## config.mk

```make
export PLATFORM = sky130hd
export DESIGN_NAME = exec_branch_unit_flat
export DESIGN_NICKNAME = d
export VERILOG_FILES = /design/src/rtl/exec_branch_unit_pkg.sv /design/src/rtl/exec_branch_unit_if.sv /design/src/rtl/exec_branch_unit_bht.sv /design/src/rtl/exec_branch_unit.sv /design/src/flat_wrapper.sv
export SDC_FILE = /design/constraint.sdc
export NUM_CORES = 1
export LEC_CHECK = 0
export CAP_MARGIN = 20
export CORE_MARGIN = 4
export CORE_UTILIZATION = 45
export CTS_CLUSTER_DIAMETER = 40
export DETAILED_ROUTE_END_ITERATION = 8
export PLACE_DENSITY = 0.76
export RECOVER_POWER = 100
export SYNTH_ARGS = -nofsm -noshare
export SYNTH_HDL_FRONTEND = slang
export SYNTH_HIERARCHICAL = 1
export SYNTH_SLANG_ARGS = --single-unit
export TNS_END_PERCENT = 100
```

## constraint.sdc

```tcl
create_clock -name clk -period 2.6 [get_ports clk]
set_clock_uncertainty 0.15 [all_clocks]
set_input_delay 0.26 -clock clk [delete_from_list [all_inputs] [get_ports clk]]
set_output_delay 0.26 -clock clk [all_outputs]
set_load 0.02 [all_outputs]
```

## src/rtl/exec_branch_unit_pkg.sv

```systemverilog
// Shared definitions for the exec-stage branch unit: flag bit positions, condition codes,
// branch opcodes, resolve-FSM states and the condition evaluator.
package exec_branch_unit_pkg;

    localparam int FLAG_Z = 0;
    localparam int FLAG_S = 1;
    localparam int FLAG_C = 2;
    localparam int FLAG_V = 3;

    typedef enum logic [2:0] {
        CC_ALWAYS = 3'd0,
        CC_Z      = 3'd1,
        CC_NS     = 3'd2,
        CC_S      = 3'd3,
        CC_C      = 3'd4,
        CC_V      = 3'd5,
        CC_NZ     = 3'd6,
        CC_NEVER  = 3'd7
    } cc_e;

    // Upper opcode bits; bit 0 selects absolute (1) or pc-relative (0) targets.
    localparam logic [5:0] OPC_BRANCH = 6'b001110;
    localparam logic [5:0] OPC_CALL   = 6'b001111;

    typedef enum logic [1:0] {
        ST_IDLE    = 2'd0,
        ST_RESOLVE = 2'd1,
        ST_HOLD    = 2'd2
    } state_e;

    function automatic logic cond_met(input cc_e cc, input logic z, input logic s,
                                      input logic c, input logic v);
        cond_met = 1'b0;
        case (cc)
            CC_ALWAYS: cond_met = 1'b1;
            CC_Z:      cond_met = z;
            CC_NS:     cond_met = ~s;
            CC_S:      cond_met = s;
            CC_C:      cond_met = c;
            CC_V:      cond_met = v;
            CC_NZ:     cond_met = ~z;
            CC_NEVER:  cond_met = 1'b0;
            default:   cond_met = 1'b0;
        endcase
    endfunction

endpackage

```

## src/rtl/exec_branch_unit_if.sv

```systemverilog
// Issue, redirect and BHT-lookup signals between issue/fetch and the branch unit.
// link_v_o/link_addr_o exist only when BRANCH_LINK_EN is defined.
interface exec_branch_unit_if
    import exec_branch_unit_pkg::*;
#(
    parameter int ADDR    = 32,
    parameter int W_OPC   = 7,
    parameter int W_CC    = 3,
    parameter int W_FLAGS = 4
);
    logic               v_i;
    logic               ready_o;
    logic [ADDR-1:0]    pc_i;
    logic [W_OPC-1:0]   opecode_i;
    logic [W_CC-1:0]    cc;
    logic [ADDR-1:0]    opr1_i;
    logic [W_FLAGS-1:0] flags;
    logic               pred_taken_i;
    logic [ADDR-1:0]    pred_target_i;
    logic               redirect_v_o;
    logic               redirect_rdy_i;
    logic [ADDR-1:0]    redirect_addr_o;
    logic               flush_o;
    logic               taken_o;
    logic               resolve_v_o;
    logic [ADDR-1:0]    bht_rd_pc_i;
    logic               bht_pred_o;
`ifdef BRANCH_LINK_EN
    logic               link_v_o;
    logic [ADDR-1:0]    link_addr_o;
`endif

    modport slave (
`ifdef BRANCH_LINK_EN
        output link_v_o, output link_addr_o,
`endif
        input  v_i, pc_i, opecode_i, cc, opr1_i, flags, pred_taken_i, pred_target_i,
        input  redirect_rdy_i, bht_rd_pc_i,
        output ready_o, redirect_v_o, redirect_addr_o, flush_o, taken_o, resolve_v_o, bht_pred_o
    );

    modport master (
`ifdef BRANCH_LINK_EN
        input  link_v_o, input link_addr_o,
`endif
        output v_i, pc_i, opecode_i, cc, opr1_i, flags, pred_taken_i, pred_target_i,
        output redirect_rdy_i, bht_rd_pc_i,
        input  ready_o, redirect_v_o, redirect_addr_o, flush_o, taken_o, resolve_v_o, bht_pred_o
    );

endinterface

```

## src/rtl/exec_branch_unit_bht.sv

```systemverilog
// Direct-mapped table of 2-bit saturating counters; prediction is the counter MSB.
// Read is combinational; update lands on the clock edge, so a same-cycle read sees the old value.
module branch_bht #(
    parameter int DEPTH = 16,
    parameter int IDX_W = 4
) (
    input  logic             clk,
    input  logic             rst_n,
    input  logic [IDX_W-1:0] rd_idx_i,
    output logic             rd_pred_o,
    input  logic             upd_v_i,
    input  logic [IDX_W-1:0] upd_idx_i,
    input  logic             upd_taken_i
);
    logic [1:0] ctr_q [DEPTH];

    always_ff @(posedge clk or negedge rst_n) begin
        if (!rst_n) begin
            for (int i = 0; i < DEPTH; i++) begin
                ctr_q[i] <= 2'b01;
            end
        end else if (upd_v_i) begin
            if (upd_taken_i && (ctr_q[upd_idx_i] != 2'b11)) begin
                ctr_q[upd_idx_i] <= ctr_q[upd_idx_i] + 2'd1;
            end else if (!upd_taken_i && (ctr_q[upd_idx_i] != 2'b00)) begin
                ctr_q[upd_idx_i] <= ctr_q[upd_idx_i] - 2'd1;
            end
        end
    end

    assign rd_pred_o = ctr_q[rd_idx_i][1];

endmodule

```

## src/rtl/exec_branch_unit.sv

```systemverilog
// Exec-stage branch resolver: one issue per cycle, resolve/redirect/BHT update one cycle later.
// Backpressure: ready_o drops only while a redirect is held unaccepted; optional call-link via BRANCH_LINK_EN.
module exec_branch_unit
    import exec_branch_unit_pkg::*;
#(
    parameter int ADDR       = 32,
    parameter int W_OPC      = 7,
    parameter int W_CC       = 3,
    parameter int W_FLAGS    = 4,
    parameter int BHT_DEPTH  = 16,
    parameter int INSN_BYTES = 4
) (
    input logic               clk,
    input logic               rst_n,
    exec_branch_unit_if.slave bus
);
    localparam int              IDX_W = $clog2(BHT_DEPTH);
    localparam int              OFF_W = $clog2(INSN_BYTES);
    localparam logic [ADDR-1:0] STEP  = ADDR'(INSN_BYTES);

    state_e             state_q;
    logic               taken_q;
    logic               redirect_v_q;
    logic [ADDR-1:0]    redirect_addr_q;
    logic [IDX_W-1:0]   upd_idx_q;
    logic [IDX_W-1:0]   rd_idx;
    logic [W_CC-1:0]    cc_w;
    logic [W_FLAGS-1:0] flags_w;
    logic               is_call, is_br, taken, mispred, hold, flush, accept;
    logic [ADDR-1:0]    target, fall_thru, next_pc;

    always_comb begin
        cc_w    = bus.cc;
        flags_w = bus.flags;
        is_call = 1'b0;
`ifdef BRANCH_LINK_EN
        is_call = (bus.opecode_i[W_OPC-1:1] == (W_OPC-1)'(OPC_CALL));
`endif
        is_br     = (bus.opecode_i[W_OPC-1:1] == (W_OPC-1)'(OPC_BRANCH)) || is_call;
        taken     = cond_met(cc_e'(cc_w), flags_w[FLAG_Z], flags_w[FLAG_S],
                             flags_w[FLAG_C], flags_w[FLAG_V]);
        target    = bus.opecode_i[0] ? bus.opr1_i : bus.pc_i + bus.opr1_i;
        fall_thru = bus.pc_i + STEP;
        next_pc   = taken ? target : fall_thru;
        mispred   = (taken != bus.pred_taken_i) || (taken && (target != bus.pred_target_i));
        hold      = redirect_v_q && !bus.redirect_rdy_i;
        flush     = redirect_v_q && bus.redirect_rdy_i;
        // An op arriving alongside the flush is on the wrong path and never enters the pipe.
        accept    = bus.v_i && !hold && !flush && is_br;
        rd_idx    = IDX_W'(bus.bht_rd_pc_i >> OFF_W);
    end

`ifdef BRANCH_LINK_EN
    logic            link_v_q;
    logic [ADDR-1:0] link_addr_q;
`endif

    always_ff @(posedge clk or negedge rst_n) begin
        if (!rst_n) begin
            state_q         <= ST_IDLE;
            taken_q         <= 1'b0;
            redirect_v_q    <= 1'b0;
            redirect_addr_q <= '0;
            upd_idx_q       <= '0;
`ifdef BRANCH_LINK_EN
            link_v_q        <= 1'b0;
            link_addr_q     <= '0;
`endif
        end else begin
            taken_q <= accept && taken;
            if (accept) begin
                upd_idx_q <= IDX_W'(bus.pc_i >> OFF_W);
            end
            if (!hold) begin
                redirect_v_q <= accept && mispred;
                if (accept && mispred) begin
                    redirect_addr_q <= next_pc;
                end
            end
            if (hold) begin
                state_q <= ST_HOLD;
            end else if (accept) begin
                state_q <= ST_RESOLVE;
            end else begin
                state_q <= ST_IDLE;
            end
`ifdef BRANCH_LINK_EN
            link_v_q    <= accept && is_call;
            link_addr_q <= (accept && is_call) ? fall_thru : '0;
`endif
        end
    end

    branch_bht #(
        .DEPTH (BHT_DEPTH),
        .IDX_W (IDX_W)
    ) u_bht (
        .clk         (clk),
        .rst_n       (rst_n),
        .rd_idx_i    (rd_idx),
        .rd_pred_o   (bus.bht_pred_o),
        .upd_v_i     (state_q == ST_RESOLVE),
        .upd_idx_i   (upd_idx_q),
        .upd_taken_i (taken_q)
    );

    assign bus.ready_o         = !hold;
    assign bus.flush_o         = flush;
    assign bus.resolve_v_o     = (state_q == ST_RESOLVE);
    assign bus.taken_o         = taken_q;
    assign bus.redirect_v_o    = redirect_v_q;
    assign bus.redirect_addr_o = redirect_addr_q;
`ifdef BRANCH_LINK_EN
    assign bus.link_v_o        = link_v_q;
    assign bus.link_addr_o     = link_addr_q;
`endif

endmodule
```

## src/flat_wrapper.sv

```systemverilog
// flat-port wrapper written by rule: the top's interface ports become plain ports
module exec_branch_unit_flat import exec_branch_unit_pkg::*;
#(
    parameter int ADDR       = 32,
    parameter int W_OPC      = 7,
    parameter int W_CC       = 3,
    parameter int W_FLAGS    = 4,
    parameter int BHT_DEPTH  = 16,
    parameter int INSN_BYTES = 4
)
  (clk, rst_n, bus_v_i, bus_pc_i, bus_opecode_i, bus_cc, bus_opr1_i, bus_flags, bus_pred_taken_i, bus_pred_target_i, bus_redirect_rdy_i, bus_bht_rd_pc_i, bus_ready_o, bus_redirect_v_o, bus_redirect_addr_o, bus_flush_o, bus_taken_o, bus_resolve_v_o, bus_bht_pred_o);
  exec_branch_unit_if #(.ADDR(ADDR), .W_OPC(W_OPC), .W_CC(W_CC), .W_FLAGS(W_FLAGS)) bus_i ();
  input logic clk;
  input logic rst_n;
  input wire logic [$bits(bus_i.v_i)-1:0] bus_v_i;
  input wire logic [$bits(bus_i.pc_i)-1:0] bus_pc_i;
  input wire logic [$bits(bus_i.opecode_i)-1:0] bus_opecode_i;
  input wire logic [$bits(bus_i.cc)-1:0] bus_cc;
  input wire logic [$bits(bus_i.opr1_i)-1:0] bus_opr1_i;
  input wire logic [$bits(bus_i.flags)-1:0] bus_flags;
  input wire logic [$bits(bus_i.pred_taken_i)-1:0] bus_pred_taken_i;
  input wire logic [$bits(bus_i.pred_target_i)-1:0] bus_pred_target_i;
  input wire logic [$bits(bus_i.redirect_rdy_i)-1:0] bus_redirect_rdy_i;
  input wire logic [$bits(bus_i.bht_rd_pc_i)-1:0] bus_bht_rd_pc_i;
  output wire logic [$bits(bus_i.ready_o)-1:0] bus_ready_o;
  output wire logic [$bits(bus_i.redirect_v_o)-1:0] bus_redirect_v_o;
  output wire logic [$bits(bus_i.redirect_addr_o)-1:0] bus_redirect_addr_o;
  output wire logic [$bits(bus_i.flush_o)-1:0] bus_flush_o;
  output wire logic [$bits(bus_i.taken_o)-1:0] bus_taken_o;
  output wire logic [$bits(bus_i.resolve_v_o)-1:0] bus_resolve_v_o;
  output wire logic [$bits(bus_i.bht_pred_o)-1:0] bus_bht_pred_o;
  assign bus_i.v_i = bus_v_i;
  assign bus_i.pc_i = bus_pc_i;
  assign bus_i.opecode_i = bus_opecode_i;
  assign bus_i.cc = bus_cc;
  assign bus_i.opr1_i = bus_opr1_i;
  assign bus_i.flags = bus_flags;
  assign bus_i.pred_taken_i = bus_pred_taken_i;
  assign bus_i.pred_target_i = bus_pred_target_i;
  assign bus_i.redirect_rdy_i = bus_redirect_rdy_i;
  assign bus_i.bht_rd_pc_i = bus_bht_rd_pc_i;
  assign bus_ready_o = bus_i.ready_o;
  assign bus_redirect_v_o = bus_i.redirect_v_o;
  assign bus_redirect_addr_o = bus_i.redirect_addr_o;
  assign bus_flush_o = bus_i.flush_o;
  assign bus_taken_o = bus_i.taken_o;
  assign bus_resolve_v_o = bus_i.resolve_v_o;
  assign bus_bht_pred_o = bus_i.bht_pred_o;
  exec_branch_unit #(.ADDR(ADDR), .W_OPC(W_OPC), .W_CC(W_CC), .W_FLAGS(W_FLAGS), .BHT_DEPTH(BHT_DEPTH), .INSN_BYTES(INSN_BYTES)) u_core (.clk(clk), .rst_n(rst_n), .bus(bus_i));
endmodule
```

### Word-level counts from Yosys, hierarchy flattened

Index checks and enable logic that the tools add are counted.
Widths: inputs -> output; s select.

| word-level totals | value |
|---|---|
| flip-flop bits (word level) | 72 |
| bits of input ports | 147 |

| operators by class | value |
|---|---|
| add/sub/neg operators | 4 |
| magnitude comparators | 3 |
| equal/unequal tests | 12 |
| multiplexer cells | 17 |
| bitwise gates (word level) | 5 |
| reduce and logical (&&, ||, !) cells | 21 |

Operators with widths:

| operator | count |
|---|---|
| $mux 32 | 4 |
| $bwmux 32 | 2 |
| $add 32x3->32 const B | 1 |
| $add 32x32->32 | 1 |
| $ne 32x32->1 | 1 |
| $bmux 2 s4 | 2 |
| $eq 3x3->1 const B | 4 |
| $mux 2 | 6 |
| $logic_and 1x1->1 | 11 |
| $ge 5x5->1 const B | 2 |
| $not 4->5 | 2 |
| $demux 2 s4 | 1 |
| $pmux 1 s8 | 1 |
| $eq 3x2->1 const B | 2 |
| $eq 6x4->1 const B | 1 |
| $lt 5x1->1 const B | 1 |
| $logic_not 1->1 | 4 |
| $reduce_and 2->1 | 2 |
| $reduce_bool 2->1 | 2 |
| $eq 3x1->1 const B | 1 |
| $logic_not 3->1 | 1 |
| $not 1->1 | 3 |
| $add 2x1->2 const B | 1 |
| $eq 2x1->1 const B | 1 |
| 5 further kinds | 5 |

### Longest topological paths before layout

| depth | value |
|---|---|
| word-level depth | 8 |
| gate-level depth with buffers | 14 |
| mapped depth without buffers | 13 |

### Modules after synthesis

Netlist, hierarchy kept.

By module, submodules not included:

| module | times used | cells each | area an instance (um^2) |
|---|---|---|---|
| exec_branch_unit | 1 | 740 | 5769.3 |
| branch_bht | 1 | 143 | 2039.5 |

### Worst setup path after synthesis

Ideal clock, no wire load.

| timing path | value |
|---|---|
| path kind | input port to flip-flop |
| start | input bus_pc_i[26] |
| end | register u_core.redirect_addr_q[10] (netlist: u_core/bus.redirect_addr_o[10]) |
| setup time | 0.125 ns |
| arrival time | 3.384 ns |
| data required time | 2.325 ns |
| path slack | -1.059 ns |
| stages | 14 |
| path buffers | 2 |
| cells stage by stage | ha_1 buf_2 and3_1 a221o_1 a31oi_1 o31ai_1 o21a_1 o31ai_1 xor2_1 or4_4 nor4_4 a31oi_4 buf_6 mux2_4 |

| on the way | value |
|---|---|
| longest elaborated chain between the ends | 7 |

Ends and longest elaborated chain:

| element | line | text |
|---|---|---|
| from (decl) | flat_wrapper.sv:16 | `input wire logic [$bits(bus_i.pc_i)-1:0] bus_pc_i;` |
| $add 32x32->32 | exec_branch_unit.sv:42 | `target = bus.opecode_i[0] ? bus.opr1_i : bus.pc_i + bus.opr1_i;` |
| $mux 32 | exec_branch_unit.sv:42 |  |
| $ne 32x32->1 | exec_branch_unit.sv:45 | `mispred = (taken != bus.pred_taken_i) \|\| (taken && (target != bus.pred_target_i));` |
| $logic_and 1x1->1 | exec_branch_unit.sv:45 |  |
| $logic_or 1x1->1 | exec_branch_unit.sv:45 |  |
| $logic_and 1x1->1 | exec_branch_unit.sv:76 | `if (accept && mispred) begin` |
| $reduce_and 2->1 (no line) | -- |  |
| to (signal assigned) | exec_branch_unit.sv:77 | `redirect_addr_q <= next_pc;` |
| to (decl) | exec_branch_unit.sv:24 | `logic [ADDR-1:0] redirect_addr_q;` |

No other way between the ends.
A chain may end at the register's enable or synchronous reset.

### Worst setup path after layout

| timing path | value |
|---|---|
| start | input bus_pc_i[3] |
| end | register u_core.redirect_addr_q[1] (netlist: u_core/bus.redirect_addr_o[1]) |

The elaborated chain is that of the path after synthesis.

==> flow_metrics.tcl <==
set metrics [dict create \
    status "finished, violations left" \
    violations "max-capacitance violations, max-slew violations, negative setup slack" \
    multiInputGateArea_sq_um 6510 \
    period_needed_ns 3.81 \
    yosysSeqAreaShare 0.233 \
    fillers 1156 \
    critical_path.startpoint "bus_pc_i[3]" \
    post-place-ws_ns -1.88 \
    finalCritPeriodShare 1.47 \
    leakagePower_nw 5.70 \
    antenna_found_initial 1 \
    grt_first_pass_wirelength_um 48900 \
    switchingPower_mw 1.84 \
    netlist_top_cells_area "dfrtp_1 (18%), mux2_2 (5.6%), ha_1 (5.4%)" \
    tightest_slew_ns 1.78 \
    startpoint_type "input pin" \
    register_area_sq_um 1820 \
    r2r_cells 10 \
    p_int_mw 3.20 \
    die_w_um 140 \
    dpl.hpwl_um 23500 \
    initial_core_util 0.464 \
    ctsHtreeMaxLevel 3 \
    r2r_end "u_core/u_bht/ctr_q[7]" \
    required_ns 2.68 \
    yosys.area.top_type_share 0.179 \
    clkLatencyLatePin_ns 0.35 \
    yosysMostFrequentCell "nand2_1" \
    hold_ws_ns 0.156 \
    crit_type "input pin to flip-flop" \
    drc 0 \
    setup_viol 65 \
    clockRootBuffer "clkbuf_16" \
    vias_per_cell 6.00 \
    finalWorstSetupSlack_ns -1.21 \
    drt-total-wl_um 32300 \
    synth_area_sq_um 7810 \
    async_flop_share 1.00 \
    crit_path_end_kind "flip-flop" \
    relSlewSlack -0.184 \
    p_comb_frac 0.489 \
    area_growth_pct 63.2 \
    cp.arrival_ns 3.89 \
    use_met1 0.398 \
    die-height_um 140 \
    rrSetupSlack_ns -0.32 \
    slew_viol_final 73 \
    yosysUniqueCellTypes 82 \
    cp_max_fo 20 \
    p_sw_frac 0.364 \
    fmax_mhz 262 \
    busiest_layer "met2" \
    cts_tree "done" \
    io_pins 185 \
    num_vias 9072 \
    syn_nets 1065 \
    rsz0062_at_grt "true" \
    placementRows 47 \
    place_congestion 1.05 \
    grt-ovfl-total 0 \
    finalHoldViolations 0 \
    diodes 0 \
    fin_area_sq_um 12700 \
    drv_cap 1 \
    dr.pass1.iters 6 \
    place_area_sq_um 11600 \
    yosys.area.top_type "dfrtp_1" \
    worstHoldEndpoint "u_core/bus.redirect_addr_o[0]" \
    placed_cells 1466 \
    vdd_drop_max_mv 0.379 \
    hp-start "bus_pc_i[0]" \
    r2r-start "u_core/upd_idx_q[0]" \
    dieArea_sq_um 19500 \
    drive_above_1_share 0.402 \
    grtUsageMet2 0.515 \
    drtIter0Drc 789 \
    min_path_type "input pin to flip-flop" \
    clk_pin_slew_worst_paths_ns 0.06 \
    synth_edf_count 0 \
    port_buffers 156 \
    synth_flop_cell "dfrtp_1" \
    synth_commonest_cells "nand2_1 (107), dfrtp_1 (56), nor2_1 (54)" \
    p_clk_frac 0.257 \
    syn-instance-count 883 \
    avgSynthCellArea_sq_um 8.84 \
    grt_max_degree 73 \
    cts-buffers-inserted 9 \
    synth_seq_cells 72 \
    hold_path_depth 3 \
    instances_no_fill 1512 \
    power.density_nw_per_um2 396 \
    grt_use_met3 0.0659 \
    fin_util 0.758 \
    grt_pass1_vias 9064 \
    nNetsFinal 1469 \
    post_drt_wl_per_cell_um 21.4 \
    grt_usage 0.312 \
    yosys_warnings 6 \
    core_area_sq_um 16800 \
    clockBufferDepth 2 \
    ant_nets 0 \
    seqPwrFrac 0.254 \
    cts.sinks 72 \
]
-- layout by cell type (no fill, tap or decap), drive strengths merged, types with 17 or more instances in the layout --
| cell type | n |
|---|---|
| mux2 | 67 |
| xor2 | 33 |
| nand3 | 33 |
| nand4 | 27 |
| clkdlybuf4s50 | 56 |
| xnor2 | 41 |
| o21ai | 43 |
| dlygate4sd2 | 51 |
| buf | 282 |
| ha | 34 |
| dlygate4sd3 | 39 |
| nor2 | 54 |
| inv | 21 |
| mux2i | 23 |
| a21oi | 53 |
| dfrtp | 56 |
| nor3 | 24 |
| nand2 | 107 |
| and3 | 17 |
-- layer usage --
layer  routed length, um  vias up
met5                  11        -
met4                1340        2
met3                2890      101
met2               15200      510
met1               12800     4333
li1                    -     4126
-- final cells by class --
type | count | area share
repair buffers | 437 | 0.295
inverters | 17 | 0.00501
clock inverters | 7 | 0.00658
clock buffers | 9 | 0.0177
multi-input cells | 750 | 0.511
flip-flops and latches | 72 | 0.143
well taps | 220 | 0.0216
-- worst max-delay path by stage --
stage / endpoint / slack [ns] / cells after the start
finish: u_core/bus.redirect_addr_o[1] / -1.21 / 14
global route: u_core/bus.redirect_addr_o[4] / -1.27 / 17
CTS: u_core/bus.redirect_addr_o[4] / -1.11 / 15
detailed placement: u_core/bus.redirect_addr_o[19] / -1.88 / 15
global placement: u_core/bus.redirect_addr_o[27] / -1.82 / 15
floorplan: u_core/bus.redirect_addr_o[10] / -0.94 / 14
-- kinds of logic (layout without fill, tap and decap cells) --
family	count (synthesis)	after routing	share of synthesized area
AND/OR/NAND/NOR	336	336	0.233
adder cells (fa/ha/maj)	35	35	0.0570
buffers and inverters	61	470	0.0393
multiplexers	102	102	0.174
flip-flops	72	72	0.233
AO/OA/AOI/OAI	203	203	0.180
XOR/XNOR	74	74	0.0830
-- worst max-delay path: stages --
cell,delay [ns]
dlygate4sd2_1,0.28
ha_4,0.32
o211ai_1,0.15
o211ai_1,0.33
nand2_1,0.17
xnor2_1,0.16
mux2i_1,0.27
xor2_1,0.28
o2111ai_2,0.17
or4_4,0.55
nor4_4,0.20
a31oi_4,0.18
buf_12,0.22
mux2_4,0.31
-- per-stage QoR --
step	TNS, ns	total power, mW
final	-45.10	5.04
after global routing	-49.65	5.24
after CTS	-37.56	4.99
after detailed placement	-62.69	3.50
after global placement	-60.00	3.46
after floorplan	-30.75	2.36
-- what timing repair did --
item | CTS | global route
endpoints found under the setup margin | 63 | 66
hold endpoints to repair | 56 | 0
resized for setup | 179 | 22
cloned | 2 | 0
buffers inserted | 24 | 3
hold buffers | 1 | 0
pin swaps | 38 | 2
-- power groups by stage --
| stage | Clock, mW | Combinational (mW) | Sequential (mW) |
|---|---|---|---|
| 2_1_floorplan | 0 | 1.01 | 1.36 |
| 3_3_place_gp | 0 | 2.17 | 1.29 |
| 3_5_place_dp | 0 | 2.21 | 1.29 |
| 4_1_cts | 1.30 | 2.41 | 1.28 |
| 5_1_grt | 1.35 | 2.60 | 1.29 |
| 6_report | 1.30 | 2.47 | 1.28 |
Note: power is estimated with default switching activity, not from simulation.
